`src/rtl/clk_div_pkg.sv`:
```
// Shared constants and helpers for the programmable clock divider.
// The divider top and its channel sub-module both import this package.
package clk_div_pkg;

  localparam int CNT_W_DEFAULT = 16;
  localparam int DIV_MIN       = 1;

  // High-phase length of a period of length d (rounds toward the high side).
  function automatic int unsigned high_len(input int unsigned d);
    return d - d / 2;
  endfunction

  function automatic int cfg_idx_w(input int n);
    return (n <= 1) ? 1 : $clog2(n);
  endfunction

endpackage

```
`src/rtl/clk_div_channel.sv`:
```
// One divider channel: counter, active ratio, shadow ratio, pending flag and
// registered outputs. A shadowed ratio takes effect only at a period boundary.
module clk_div_channel
  import clk_div_pkg::*;
#(
  parameter int CNT_W       = CNT_W_DEFAULT,
  parameter int DEFAULT_DIV = 2
) (
  input  logic             i_clk,
  input  logic             i_rst,
  input  logic             i_en,
  input  logic             i_sync,
  input  logic             i_load,
  input  logic [CNT_W-1:0] i_div,
  output logic             o_clk_div,
  output logic             o_stb,
  output logic             o_pend
);

  logic [CNT_W-1:0] r_cnt;
  logic [CNT_W-1:0] r_div;
  logic [CNT_W-1:0] r_shadow;
  logic             r_pend;
  logic             r_run;
  logic             r_clk_div;
  logic             r_stb;

  logic             w_wrap;
  logic             w_apply;
  logic [CNT_W-1:0] w_div_n;
  logic [CNT_W-1:0] w_cnt_n;
  logic [CNT_W-1:0] w_high;

  // Every restart point (wrap, sync, idle or just-enabled) is a period
  // boundary, so the shadow is copied there; when nothing is pending the
  // shadow already equals the active ratio.
  always_comb begin
    w_wrap  = r_run && (r_cnt == r_div - CNT_W'(1));
    w_apply = i_sync || !r_run || !i_en || w_wrap;
    w_div_n = w_apply ? r_shadow : r_div;
    w_cnt_n = w_apply ? '0 : r_cnt + CNT_W'(1);
    w_high  = CNT_W'(high_len(32'(w_div_n)));
  end

  always_ff @(posedge i_clk or posedge i_rst) begin
    if (i_rst) begin
      r_cnt     <= '0;
      r_div     <= CNT_W'(DEFAULT_DIV);
      r_shadow  <= CNT_W'(DEFAULT_DIV);
      r_pend    <= 1'b0;
      r_run     <= 1'b0;
      r_clk_div <= 1'b0;
      r_stb     <= 1'b0;
    end else begin
      r_run     <= i_en;
      r_cnt     <= w_cnt_n;
      r_div     <= w_div_n;
      r_clk_div <= i_en && (w_cnt_n < w_high);
      r_stb     <= i_en && (w_cnt_n == w_div_n - CNT_W'(1));
      if (i_load) begin
        r_shadow <= i_div;
        r_pend   <= 1'b1;
      end else if (w_apply) begin
        r_pend   <= 1'b0;
      end
    end
  end

  assign o_clk_div = r_clk_div;
  assign o_stb     = r_stb;
  assign o_pend    = r_pend;

endmodule

```
`src/rtl/clock_divider_prog.sv`:
```
// Programmable multi-channel divided-clock / clock-enable generator.
// Decodes ratio-update requests and fans them out to the divider channels.
module clock_divider_prog
  import clk_div_pkg::*;
#(
  parameter int NUM_CH      = 4,
  parameter int CNT_W       = CNT_W_DEFAULT,
  parameter int DEFAULT_DIV = 2,
  parameter int IDX_W       = cfg_idx_w(NUM_CH)
) (
  input  logic              i_clk,
  input  logic              i_rst,
  input  logic [NUM_CH-1:0] i_en,
  input  logic              i_sync,
  input  logic              i_cfg_valid,
  output logic              o_cfg_ready,
  input  logic [IDX_W-1:0]  i_cfg_ch,
  input  logic [CNT_W-1:0]  i_cfg_div,
  output logic              o_cfg_err,
  output logic [NUM_CH-1:0] o_clk_div,
  output logic [NUM_CH-1:0] o_stb,
  output logic [NUM_CH-1:0] o_pend
);

  logic [NUM_CH-1:0] w_load;
  logic [NUM_CH-1:0] w_pend;
  logic              w_ch_ok;
  logic              w_div_ok;
  logic              w_pend_sel;
  logic              w_ready;
  logic              w_fire;
  logic              w_bad;
  logic              r_err;

  // Config handshake: a request transfers on a rising edge where
  // i_cfg_valid && o_cfg_ready. Ready drops only while the addressed channel
  // still holds an unapplied ratio; out-of-range channels always accept so
  // the request can be rejected and the error reported.
  always_comb begin
    w_ch_ok    = 32'(i_cfg_ch) < 32'(NUM_CH);
    w_div_ok   = i_cfg_div >= CNT_W'(DIV_MIN);
    w_pend_sel = 1'b0;
    for (int i = 0; i < NUM_CH; i++) begin
      if (i_cfg_ch == IDX_W'(i)) w_pend_sel = w_pend[i];
    end
    w_ready = !w_ch_ok || !w_pend_sel;
    w_fire  = i_cfg_valid && w_ready;
    w_bad   = w_fire && (!w_ch_ok || !w_div_ok);
    for (int i = 0; i < NUM_CH; i++) begin
      w_load[i] = w_fire && w_ch_ok && w_div_ok && (i_cfg_ch == IDX_W'(i));
    end
  end

  always_ff @(posedge i_clk or posedge i_rst) begin
    if (i_rst) r_err <= 1'b0;
    else       r_err <= w_bad;
  end

  for (genvar g = 0; g < NUM_CH; g++) begin : g_ch
    clk_div_channel #(
      .CNT_W       (CNT_W),
      .DEFAULT_DIV (DEFAULT_DIV)
    ) u_ch (
      .i_clk     (i_clk),
      .i_rst     (i_rst),
      .i_en      (i_en[g]),
      .i_sync    (i_sync),
      .i_load    (w_load[g]),
      .i_div     (i_cfg_div),
      .o_clk_div (o_clk_div[g]),
      .o_stb     (o_stb[g]),
      .o_pend    (w_pend[g])
    );
  end

  assign o_cfg_ready = w_ready;
  assign o_cfg_err   = r_err;
  assign o_pend      = w_pend;

endmodule

```
`config.mk`:
```
export PLATFORM = sky130hd
export DESIGN_NAME = clock_divider_prog
export DESIGN_NICKNAME = d
export VERILOG_FILES = /design/src/rtl/clk_div_pkg.sv /design/src/rtl/clk_div_channel.sv /design/src/rtl/clock_divider_prog.sv
export SDC_FILE = /design/constraint.sdc
export NUM_CORES = 1
export LEC_CHECK = 0
export ABC_AREA = 1
export ABC_CLOCK_PERIOD_IN_PS = 13400
export BUFFER_PORTS_ARGS = -buffer_cell sky130_fd_sc_hd__buf_4
export CAP_MARGIN = 20
export CORE_ASPECT_RATIO = 0.8
export CORE_MARGIN = 2
export CORE_UTILIZATION = 40
export DETAILED_ROUTE_END_ITERATION = 8
export PLACE_DENSITY = 0.61
export SYNTH_ARGS = -nofsm -noshare
export SYNTH_HDL_FRONTEND = slang
export SYNTH_SLANG_ARGS = --single-unit
```
`constraint.sdc`:
```
create_clock -name i_clk -period 13.4 [get_ports i_clk]
set_clock_uncertainty 0.2 [all_clocks]
set_input_delay 2.01 -clock i_clk [delete_from_list [all_inputs] [get_ports i_clk]]
set_output_delay 2.01 -clock i_clk [all_outputs]
set_load 0.1 [all_outputs]
```
==> results of run 1 <==
## cells in the mapped netlist (18+ instances only)
| master | instances |
|---|---|
| nand2_1 | 693 |
| inv_1 | 403 |
| nor2_1 | 233 |
| dfrtp_1 | 201 |
| nand3_1 | 186 |
| ha_1 | 185 |
| o21ai_0 | 134 |
| xor2_1 | 117 |
| a21oi_1 | 79 |
| xnor2_1 | 53 |
| nand4_1 | 45 |
| nand2_2 | 31 |
| nand3b_1 | 24 |
| nor2_2 | 20 |
| buf_4 | 18 |
## registers in the layout, summed over array words and instances (netlist names)
name                 count
g_ch.u_ch.r_cnt         64
g_ch.u_ch.r_div         64
g_ch.u_ch.r_shadow      64
g_ch.u_ch.o_clk_div      4
g_ch.u_ch.o_pend         4
g_ch.u_ch.o_stb          4
g_ch.u_ch.r_run          4
o_cfg_err                1
## metrics by stage
stage / total power (W) / instances / worst slack [ns] / util [%]
after CTS: 0.00284 / 3292 / 6.62 / 44.1
after floorplan: 0.00181 / 2637 / 5.49 / -
after global placement: 0.00209 / 3244 / 6.24 / 42.2
after global routing: 0.00309 / 3293 / 6.14 / 44.1
final: 0.00284 / 3293 / 6.60 / 44.1
after detailed placement: 0.00212 / 3244 / 6.04 / 42.2
## metal layers
layer	up-vias	routed length, µm
met5	-	0
met4	0	1280
met3	63	3040
met2	391	21400
met1	7758	26500
li1	8417	-
## placed cells by master (no fill, tap or decap), types with 11 or more instances in the layout
| cell type | synthesis | routed |
|---|---|---|
| nor2_2 | 20 | 20 |
| dfrtp_1 | 201 | 201 |
| a21oi_1 | 79 | 79 |
| inv_1 | 403 | 402 |
| a211oi_1 | 11 | 11 |
| nand2_2 | 31 | 31 |
| xnor2_1 | 53 | 53 |
| ha_1 | 185 | 185 |
| xor2_1 | 117 | 117 |
| nand2_1 | 693 | 693 |
| buf_4 | 18 | 43 |
| nor3_1 | 13 | 13 |
| nand3_1 | 186 | 186 |
| o21ai_2 | 17 | 17 |
| nand4_1 | 45 | 45 |
| o21ai_0 | 134 | 134 |
| clkbuf_16 | 0 | 26 |
| o21bai_1 | 12 | 12 |
| nand3b_1 | 24 | 24 |
| nor2_1 | 233 | 233 |
| o21ai_1 | 15 | 15 |
## final timing paths
check	depth (start not counted)	to	slack (ns)
min in group asynchronous	2	g_ch[3].u_ch.r_cnt[0]	1.36
max in group asynchronous	3	g_ch[0].u_ch.r_cnt[12]	10.35
min	2	g_ch[3].u_ch.r_shadow[8]	0.29
max reg2reg	32	g_ch[1].u_ch.o_clk_div	6.82
min reg2reg	2	g_ch[3].u_ch.r_shadow[8]	0.29
max	22	g_ch[2].u_ch.o_clk_div	6.60
## cell type report
class                   count  area share (%)
repair buffers             44            1.67
inverters                 412            7.70
well taps                 612            3.79
multi-input cells        1968            56.7
flip-flops and latches    209            25.9
clock buffers              35            3.58
clock inverters            13           0.650
## power by group
group | total, W | leakage, nW | switching [W] | internal, W
clock network | 0.000704 | 0.417 | 0.000301 | 0.000403
logic | 0.00133 | 7.60 | 0.000848 | 0.000482
registers | 0.000801 | 2.69 | 0.0000890 | 0.000712
## cell families after synthesis
kind of cell,after synthesis,synth area share (%)
XOR/XNOR,172,8.26
adder cells (fa/ha/maj),189,12.9
AO/OA/AOI/OAI,296,9.03
flip-flops,209,28.2
buffers and inverters,460,10.1
AND/OR/NAND/NOR,1311,31.5
## tightest hold or removal path, delay by kind of cell (launching register included)
kind / cells / cell delay, ns
flip-flops: 1 / 0.34
AND/OR/NAND/NOR: 1 / 0.05
AO/OA/AOI/OAI: 1 / 0.06
==> results.yml, run 1 <==
critical_path:
  crit_path_max_incr_delay_ns: 0.81
  critPathBufInv: 2
  cpMaxStageDelayCell: "o21ai_0"
  worst_ep_required_time_ns: 13.69
  crit_path_start_kind: "input port"
  critPathMaxFanout: 48
  setup.worst_path.class: "in -> reg"
  arrival_ns: 7.09
  end_kind: "register"
  startpoint: "i_sync"
  cp_top_family: "compound AO/OA/AOI/OAI gates"
  worst_path_most_repeated_cell: "o21ai_0"
  worstPathCellList: "buf_4 -> nor3b_2 -> nand2_4 -> o21ai_0 -> ha_1 -> inv_1 -> a21o_1 -> a31oi_1 -> o21ai_0 -> a21oi_1 -> o21ai_0 -> nand2_1 -> o2bb2ai_1 -> o21ai_0 -> nand2_1 -> nand2_1 -> a21oi_1 -> xor2_1 -> ha_1 -> a211oi_1 -> o21ai_0 -> a21oi_1"
  reg2reg_from: "g_ch[1].u_ch.r_div[1]"
pwr:
  ir_drop_v: 0.0000959
  p_leak_nw: 10.7
  power.density_mw_per_mm2: 140
routing:
  first_iter_violations: 1228
  drc: 0
  detail_route.vias_per_cell: 5.05
  num_vias: 16600
  antenna_left: 0
  drt-total-wl_mm: 52.2
  wl_per_cell_um: 15.9
  first_pass_iters: 6
floorplanning:
  coreArea_mm2: 0.0458
  io_pins: 40
  fp.dieArea_mm2: 0.0482
  rows: 70
  start_util_pct: 40.6
  die_y_um: 197
  die_w_um: 245
flow_run:
  cap_violations: 0
placement:
  placed_area_mm2: 0.0193
  place.gp.congestion: 0.912
  hpwl_mm: 41.8
  io_buffer_count: 39
synth:
  synth_area_leaders: "dfrtp_1 27%, nand2_1 14%, ha_1 12%, inv_1 8.1%, xor2_1 5.5%"
  syn-instance-count: 2637
  ys_seq_area_share_pct: 28.2
  synth_cell_types: 56
  yosysTopAreaCell: "dfrtp_1"
  ys_ff_latch: 209
  synth_area_mm2: 0.0186
  synth_top_area_share_pct: 27.1
  synth_area_per_cell_um2: 7.05
  synth_edf_count: 0
  synth_nets: 2852
  yosysWarnings: 0
  synthFlopType: "dfrtp_1"
  async_reset_ff_share_pct: 100
sta:
  rsz0062_at_grt: "no"
  slew-limit-headroom_pct: 32.5
  setup_violations: 0
  setup_tns_ns: 0
  max_freq_mhz: 147
  finalCritPeriodShare_pct: 50.7
  timing_hold_violations_final: 0
  min_period_ns: 6.80
  worst_slew_pin_slew_ns: 1.01
  holdWs_ns: 0.286
  drv_slew: 0
grt:
  grt_pass1_wl_mm: 84.0
  grt_max_degree: 102
  grt_pass1_vias: 15900
  grt_busiest_layer: "met2"
  track_usage_pct: 21.8
  grtUsageMet2_pct: 32.6
  grt_antenna_before_repair: 0
  met3_usage_pct: 3.64
  overflow: 0
  gr-usage-met1_pct: 32.6
clock_tree:
  clock_path_buffers: 3
  clk_pin_slew_ns: 0.07
  tritoncts: "yes"
  clk_latency_ns: 0.56
  clock-root-buffer: "clkbuf_16"
  post_cts_buffers: 0
  numCtsBuffers: 26
  cts_resized: 0
  htreeDepth: 1
  cts_hold_buf: 0
  clock_sinks: 209
status:
  status: "finished clean"
final_layout:
  fill_cells: 4663
  area_delta_synth_final_pct: 8.79
  antenna_cells: 0
  final_area_mm2: 0.0202
  drive_gt1_share_pct: 8.06
  final_nets: 2876
  ff_latch_area_mm2: 0.00524
  multiInputGateArea_mm2: 0.0115
hold_path:
  worstHoldStart: "g_ch[3].u_ch.r_shadow[8]"
  hold_class: "reg -> reg"
(Power assumes the default switching activity.)
==> run 2, diff against run 1 <==
ABC_CLOCK_PERIOD_IN_PS = 6950   (was 13400)
clock period = 6.95 ns   (was 13.4 ns; I/O delays follow)
==> run 2 against run 1 <==
Setup slack worse by 5.9 ns; clock-buffer cell count unchanged; flip-flop and latch count unchanged; total power up 92%; combinational power up 93%; sequential share of layout area about the same; cell count about the same; via count down 0.88%; global-route usage down 0.52 points; sequential power up 92%; hold slack about the same; final area about the same; largest cell class unchanged; highest routed layer unchanged.
==> results.yml, run 2 (synthesis results as in run 1) <==
sta:
  slew-limit-headroom_pct: 32.1
  worst_slew_pin_slew_ns: 1.02
  drv_slew: 0
  finalCritPeriodShare_pct: 90.0
  rsz0062_at_grt: "no"
  max_freq_mhz: 160
  setup_tns_ns: 0
  min_period_ns: 6.25
  timing_hold_violations_final: 0
  setup_violations: 0
placement:
  hpwl_mm: 40.6
  io_buffer_count: 39
  place.gp.congestion: 0.930
final_layout:
  final_cell_mix: "693 x nand2_1, 402 x inv_1, 233 x nor2_1, 201 x dfrtp_1, 186 x nand3_1"
  fill_cells: 4619
  final_common_cell: "nand2_1"
  ff_latch_area_mm2: 0.00524
  antenna_cells: 0
  area_delta_synth_final_pct: 8.70
  final_core_utilization_pct: 44.1
  drive_gt1_share_pct: 7.95
  final_nets: 2880
  reg_top3: "g_ch.u_ch.r_cnt (64), g_ch.u_ch.r_div (64), g_ch.u_ch.r_shadow (64)"
  multiInputGateArea_mm2: 0.0115
clock_tree:
  clock-root-buffer: "clkbuf_16"
  htreeDepth: 1
  clk_pin_slew_ns: 0.06
  tritoncts: "yes"
  clock_sinks: 209
  clk_latency_ns: 0.54
  clock_path_buffers: 3
  numCtsBuffers: 25
routing:
  antenna_left: 0
  first_pass_iters: 5
  drt-total-wl_mm: 50.8
  detail_route.vias_per_cell: 5.01
  wl_per_cell_um: 15.4
  num_vias: 16500
  first_iter_violations: 1171
  drc: 0
pwr:
  p_sw_share_pct: 43.0
  p_total_w: 0.00545
  clkPwrFrac_pct: 24.7
  p_leak_nw: 10.7
  ir_drop_v: 0.000174
  power.internal_w: 0.00311
  p_comb_share_pct: 47.1
  power.density_mw_per_mm2: 270
  switching_power_w: 0.00234
  seq_power_share_pct: 28.2
critical_path:
  cp_top_family: "simple AND/OR/NAND/NOR gates"
  r2r_end: "g_ch[2].u_ch.o_clk_div"
  crit_path_start_kind: "register"
  worstRegToRegCells: 32
  critPathMaxFanout: 26
  path_depth: 32
  r2r_slack_ns: 0.70
  cpMaxStageDelayCell: "dfrtp_1"
  end_kind: "register"
  arrival_ns: 6.46
  reg2reg_from: "g_ch[2].u_ch.r_div[0]"
  setup.worst_path.class: "reg -> reg"
  critPathBufInv: 4
  worst_ep_required_time_ns: 7.16
  crit_path_max_incr_delay_ns: 0.40
  worst_path_most_repeated_cell: "nand2_1"
grt:
  grt_max_degree: 83
  grt_pass1_wl_mm: 82.7
  overflow: 0
  grt_antenna_before_repair: 0
  track_usage_pct: 21.3
  grt_pass1_vias: 15800
floorplanning:
  coreArea_mm2: 0.0458
  io_pins: 40
  rows: 70
  fp.dieArea_mm2: 0.0482
  start_util_pct: 40.6
  die_y_um: 197
  die_w_um: 245
flow_run:
  cap_violations: 0
hold_path:
  whs_path_depth: 2
  whs_endpoint: "g_ch[0].u_ch.r_shadow[7]"
  hold_class: "reg -> reg"
  worstHoldStart: "g_ch[0].u_ch.r_shadow[7]"
status:
  status: "finished clean"
## run 2: metal layers
metal  track usage, %  share of wire [%]  up-vias
li1                 -                  -     8410
met1             32.0                 50     7645
met2             31.9                 41      379
met3             3.43                6.9       49
met4             4.29                1.9        0
met5                0                  0        -
## run 2: how the worst max path moves through the flow
stage,end,slack [ns],startpoint
final,g_ch[2].u_ch.o_clk_div,0.70,g_ch[2].u_ch.r_div[0]
after global routing,g_ch[2].u_ch.o_clk_div,0.02,g_ch[2].u_ch.r_div[0]
after CTS,g_ch[2].u_ch.o_clk_div,0.58,g_ch[2].u_ch.r_div[0]
after detailed placement,g_ch[2].u_ch.o_clk_div,0.61,g_ch[2].u_ch.r_div[0]
after global placement,g_ch[2].u_ch.o_clk_div,0.69,i_en[2]
after floorplan,g_ch[0].u_ch.o_clk_div,0.01,i_rst
## run 2: worst reg2reg max path, delay by kind of cell, from the launching register on
kind / cells / cell delay [ns]
and+or+nand+nor: 14 / 2.08
xor gates and xnor gates: 2 / 0.30
buffers and inverters: 4 / 0.65
adders and majority gates: 3 / 0.81
AOI/OAI and AO/OA: 9 / 1.67
DFF: 1 / 0.40
## run 2: cell type report
cell class	instances	share of cell area [%]
timing repair buffer	49	1.82
tap	612	3.79
clock inverter	7	0.576
multi-input combinational	1968	56.7
inverter	412	7.70
clock buffer	35	3.43
sequential	209	25.9
## run 2: per-stage QoR
step | area [µm²] | worst slack, ns | std cells | hold slack [ns]
after floorplan | 18600 | 0.0116 | 2637 | 0.245
after global placement | 19400 | 0.687 | 3250 | 0.264
after detailed placement | 19400 | 0.611 | 3250 | 0.273
after CTS | 20200 | 0.580 | 3292 | 0.290
after global routing | 20200 | 0.0217 | 3292 | 0.305
final | 20200 | 0.698 | 3292 | 0.287
## run 2: power groups by stage
stage | registers [W] | logic, W | clock network [W]
2_1_floorplan | 0.00149 | 0.00199 | 0
3_3_place_gp | 0.00155 | 0.00248 | 0
3_5_place_dp | 0.00155 | 0.00254 | 0
4_1_cts | 0.00153 | 0.00256 | 0.00138
5_1_grt | 0.00155 | 0.00293 | 0.00142
6_report | 0.00154 | 0.00257 | 0.00135
## run 2: timing repair
item	in CTS	in global routing
setup buffers	0	0
gates resized for setup	0	1
endpoints found under the setup margin	0	1
hold buffers	0	0
==> run 3, diff against run 2 <==
BUFFER_PORTS_ARGS = not set   (was -buffer_cell sky130_fd_sc_hd__buf_4)
DONT_BUFFER_PORTS = 1   (was not set)
PLACE_DENSITY = 0.6   (was 0.61)
==> run 3 against run 2 <==
Via count down 0.32%; register-to-register slack better by 0.02 ns; critical path depth unchanged; cell count down 1.1%; utilization down 0.41 points; final area down 0.92%; hold slack worse by 0.041 ns; sequential share of layout area up 0.24 points; first-iteration DRC count up 1.5%; clock-buffer cell count unchanged; clock power up 8%; combinational power down 2%.
==> results.yml, run 3 (synthesis results as in run 1) <==
placement:
  hpwl_mm: 40.9
  place.gp.congestion: 0.917
  io_buffer_count: 0
  place_ws_ns: 0.660
critical_path:
  crit_path_max_incr_delay_ns: 0.40
  setup.worst_path.class: "reg -> reg"
  crit_path_start_kind: "register"
  critPathMaxFanout: 48
  cpMaxStageDelayCell: "dfrtp_1"
  arrival_ns: 6.47
  worst_path_most_repeated_cell: "nand2_1"
  end_kind: "register"
  worst_ep_required_time_ns: 7.19
sta:
  rsz0062_at_grt: "no"
  finalCritPeriodShare_pct: 89.6
  worst_slack_ns: 0.722
  min_period_ns: 6.23
  worst_slew_pin_slew_ns: 1.14
  holdWs_ns: 0.246
  max_freq_mhz: 161
  timing_hold_violations_final: 0
  slew-limit-headroom_pct: 24.0
  setup_tns_ns: 0
  drv_slew: 0
  setup_violations: 0
floorplanning:
  rows: 70
  die_y_um: 197
  coreArea_mm2: 0.0458
  die_w_um: 245
  io_pins: 40
  start_util_pct: 40.6
  fp.dieArea_mm2: 0.0482
clock_tree:
  clock-root-buffer: "clkbuf_16"
  htreeDepth: 1
  clock_path_buffers: 3
  numCtsBuffers: 25
  tritoncts: "yes"
  clk_latency_ns: 0.56
  clock_sinks: 209
  post_cts_buffers: 0
  clk_pin_slew_ns: 0.07
routing:
  num_vias: 16400
  antenna_left: 0
  drt-total-wl_mm: 51.3
  first_pass_iters: 6
  wl_per_cell_um: 15.7
  detail_route.vias_per_cell: 5.04
  drc: 0
  first_iter_violations: 1189
hold_path:
  hold_class: "in -> async"
final_layout:
  final_cell_mix: "693 x nand2_1, 402 x inv_1, 233 x nor2_1, 201 x dfrtp_1, 186 x nand3_1"
  drive_gt1_share_pct: 6.88
  final_core_utilization_pct: 43.7
  final_common_cell: "nand2_1"
  reg_top3: "g_ch.u_ch.r_cnt (64), g_ch.u_ch.r_div (64), g_ch.u_ch.r_shadow (64)"
  area_delta_synth_final_pct: 7.69
  final_nets: 2841
  antenna_cells: 0
grt:
  grt_antenna_before_repair: 0
  track_usage_pct: 21.5
  grt_pass1_vias: 15600
  overflow: 0
  grt_pass1_wl_mm: 83.2
  grt_max_degree: 96
pwr:
  power.density_mw_per_mm2: 277
  ir_drop_v: 0.000132
  p_leak_nw: 10.6
status:
  status: "finished clean"
flow_run:
  cap_violations: 0
-- run 3: worst max-delay path, delay by kind of cell (launching register included) --
| kind | cells | cell delay, ns |
|---|---|---|
| xor gates and xnor gates | 2 | 0.31 |
| DFF | 1 | 0.40 |
| adders and majority gates | 3 | 0.77 |
| and+or+nand+nor | 14 | 2.14 |
| AOI/OAI and AO/OA | 9 | 1.63 |
| buffers and inverters | 4 | 0.65 |
-- run 3: metal layers --
layer	up-vias	GRT usage, %	share of wire, %
met3	64	3.62	5.9
met1	7647	32.1	51
met5	-	0	0
met2	388	32.4	42
li1	8331	-	-
met4	0	4.72	1.9
-- run 3: final cells by class --
type,instances,area [µm²]
clock buffer,35,723
sequential,209,5240
clock inverter,11,180
inverter,412,1560
multi-input combinational,1968,11500
timing repair buffer,10,75.1
tap,612,766
fill,4658,25800
-- run 3: timing repair --
item                       in CTS  in global routing
resized for setup               0                  1
hold buffers                    0                  0
setup endpoints to repair       0                  1
-- run 3: worst paths after layout --
check                                               from                       end  slack (ns)  cells after the start
worst min-delay path                               i_rst  g_ch[3].u_ch.r_shadow[0]        0.25                      1
worst min register to register  g_ch[3].u_ch.r_shadow[7]  g_ch[3].u_ch.r_shadow[7]        0.29                      2
min in group i_clk              g_ch[3].u_ch.r_shadow[7]  g_ch[3].u_ch.r_shadow[7]        0.29                      2
max in group asynchronous                          i_rst     g_ch[0].u_ch.r_cnt[4]        4.92                      2
worst max register to register     g_ch[2].u_ch.r_div[0]    g_ch[2].u_ch.o_clk_div        0.72                     32
worst max-delay path               g_ch[2].u_ch.r_div[0]    g_ch[2].u_ch.o_clk_div        0.72                     32
-- run 3: power breakdown --
group          internal (W)  leakage (nW)  switching (W)
sequential          0.00137          2.69       0.000183
clock              0.000881         0.443       0.000580
combinational      0.000920          7.43        0.00161
total               0.00317          10.6        0.00237
-- run 3: stage by stage --
step                      instances  cell area, µm²  power (W)
final                          3257           20000    0.00554
after global placement         3211           19100    0.00401
after floorplan                2637           18600    0.00348
after detailed placement       3211           19100    0.00407
after CTS                      3257           20000    0.00556
after global routing           3257           20000    0.00602
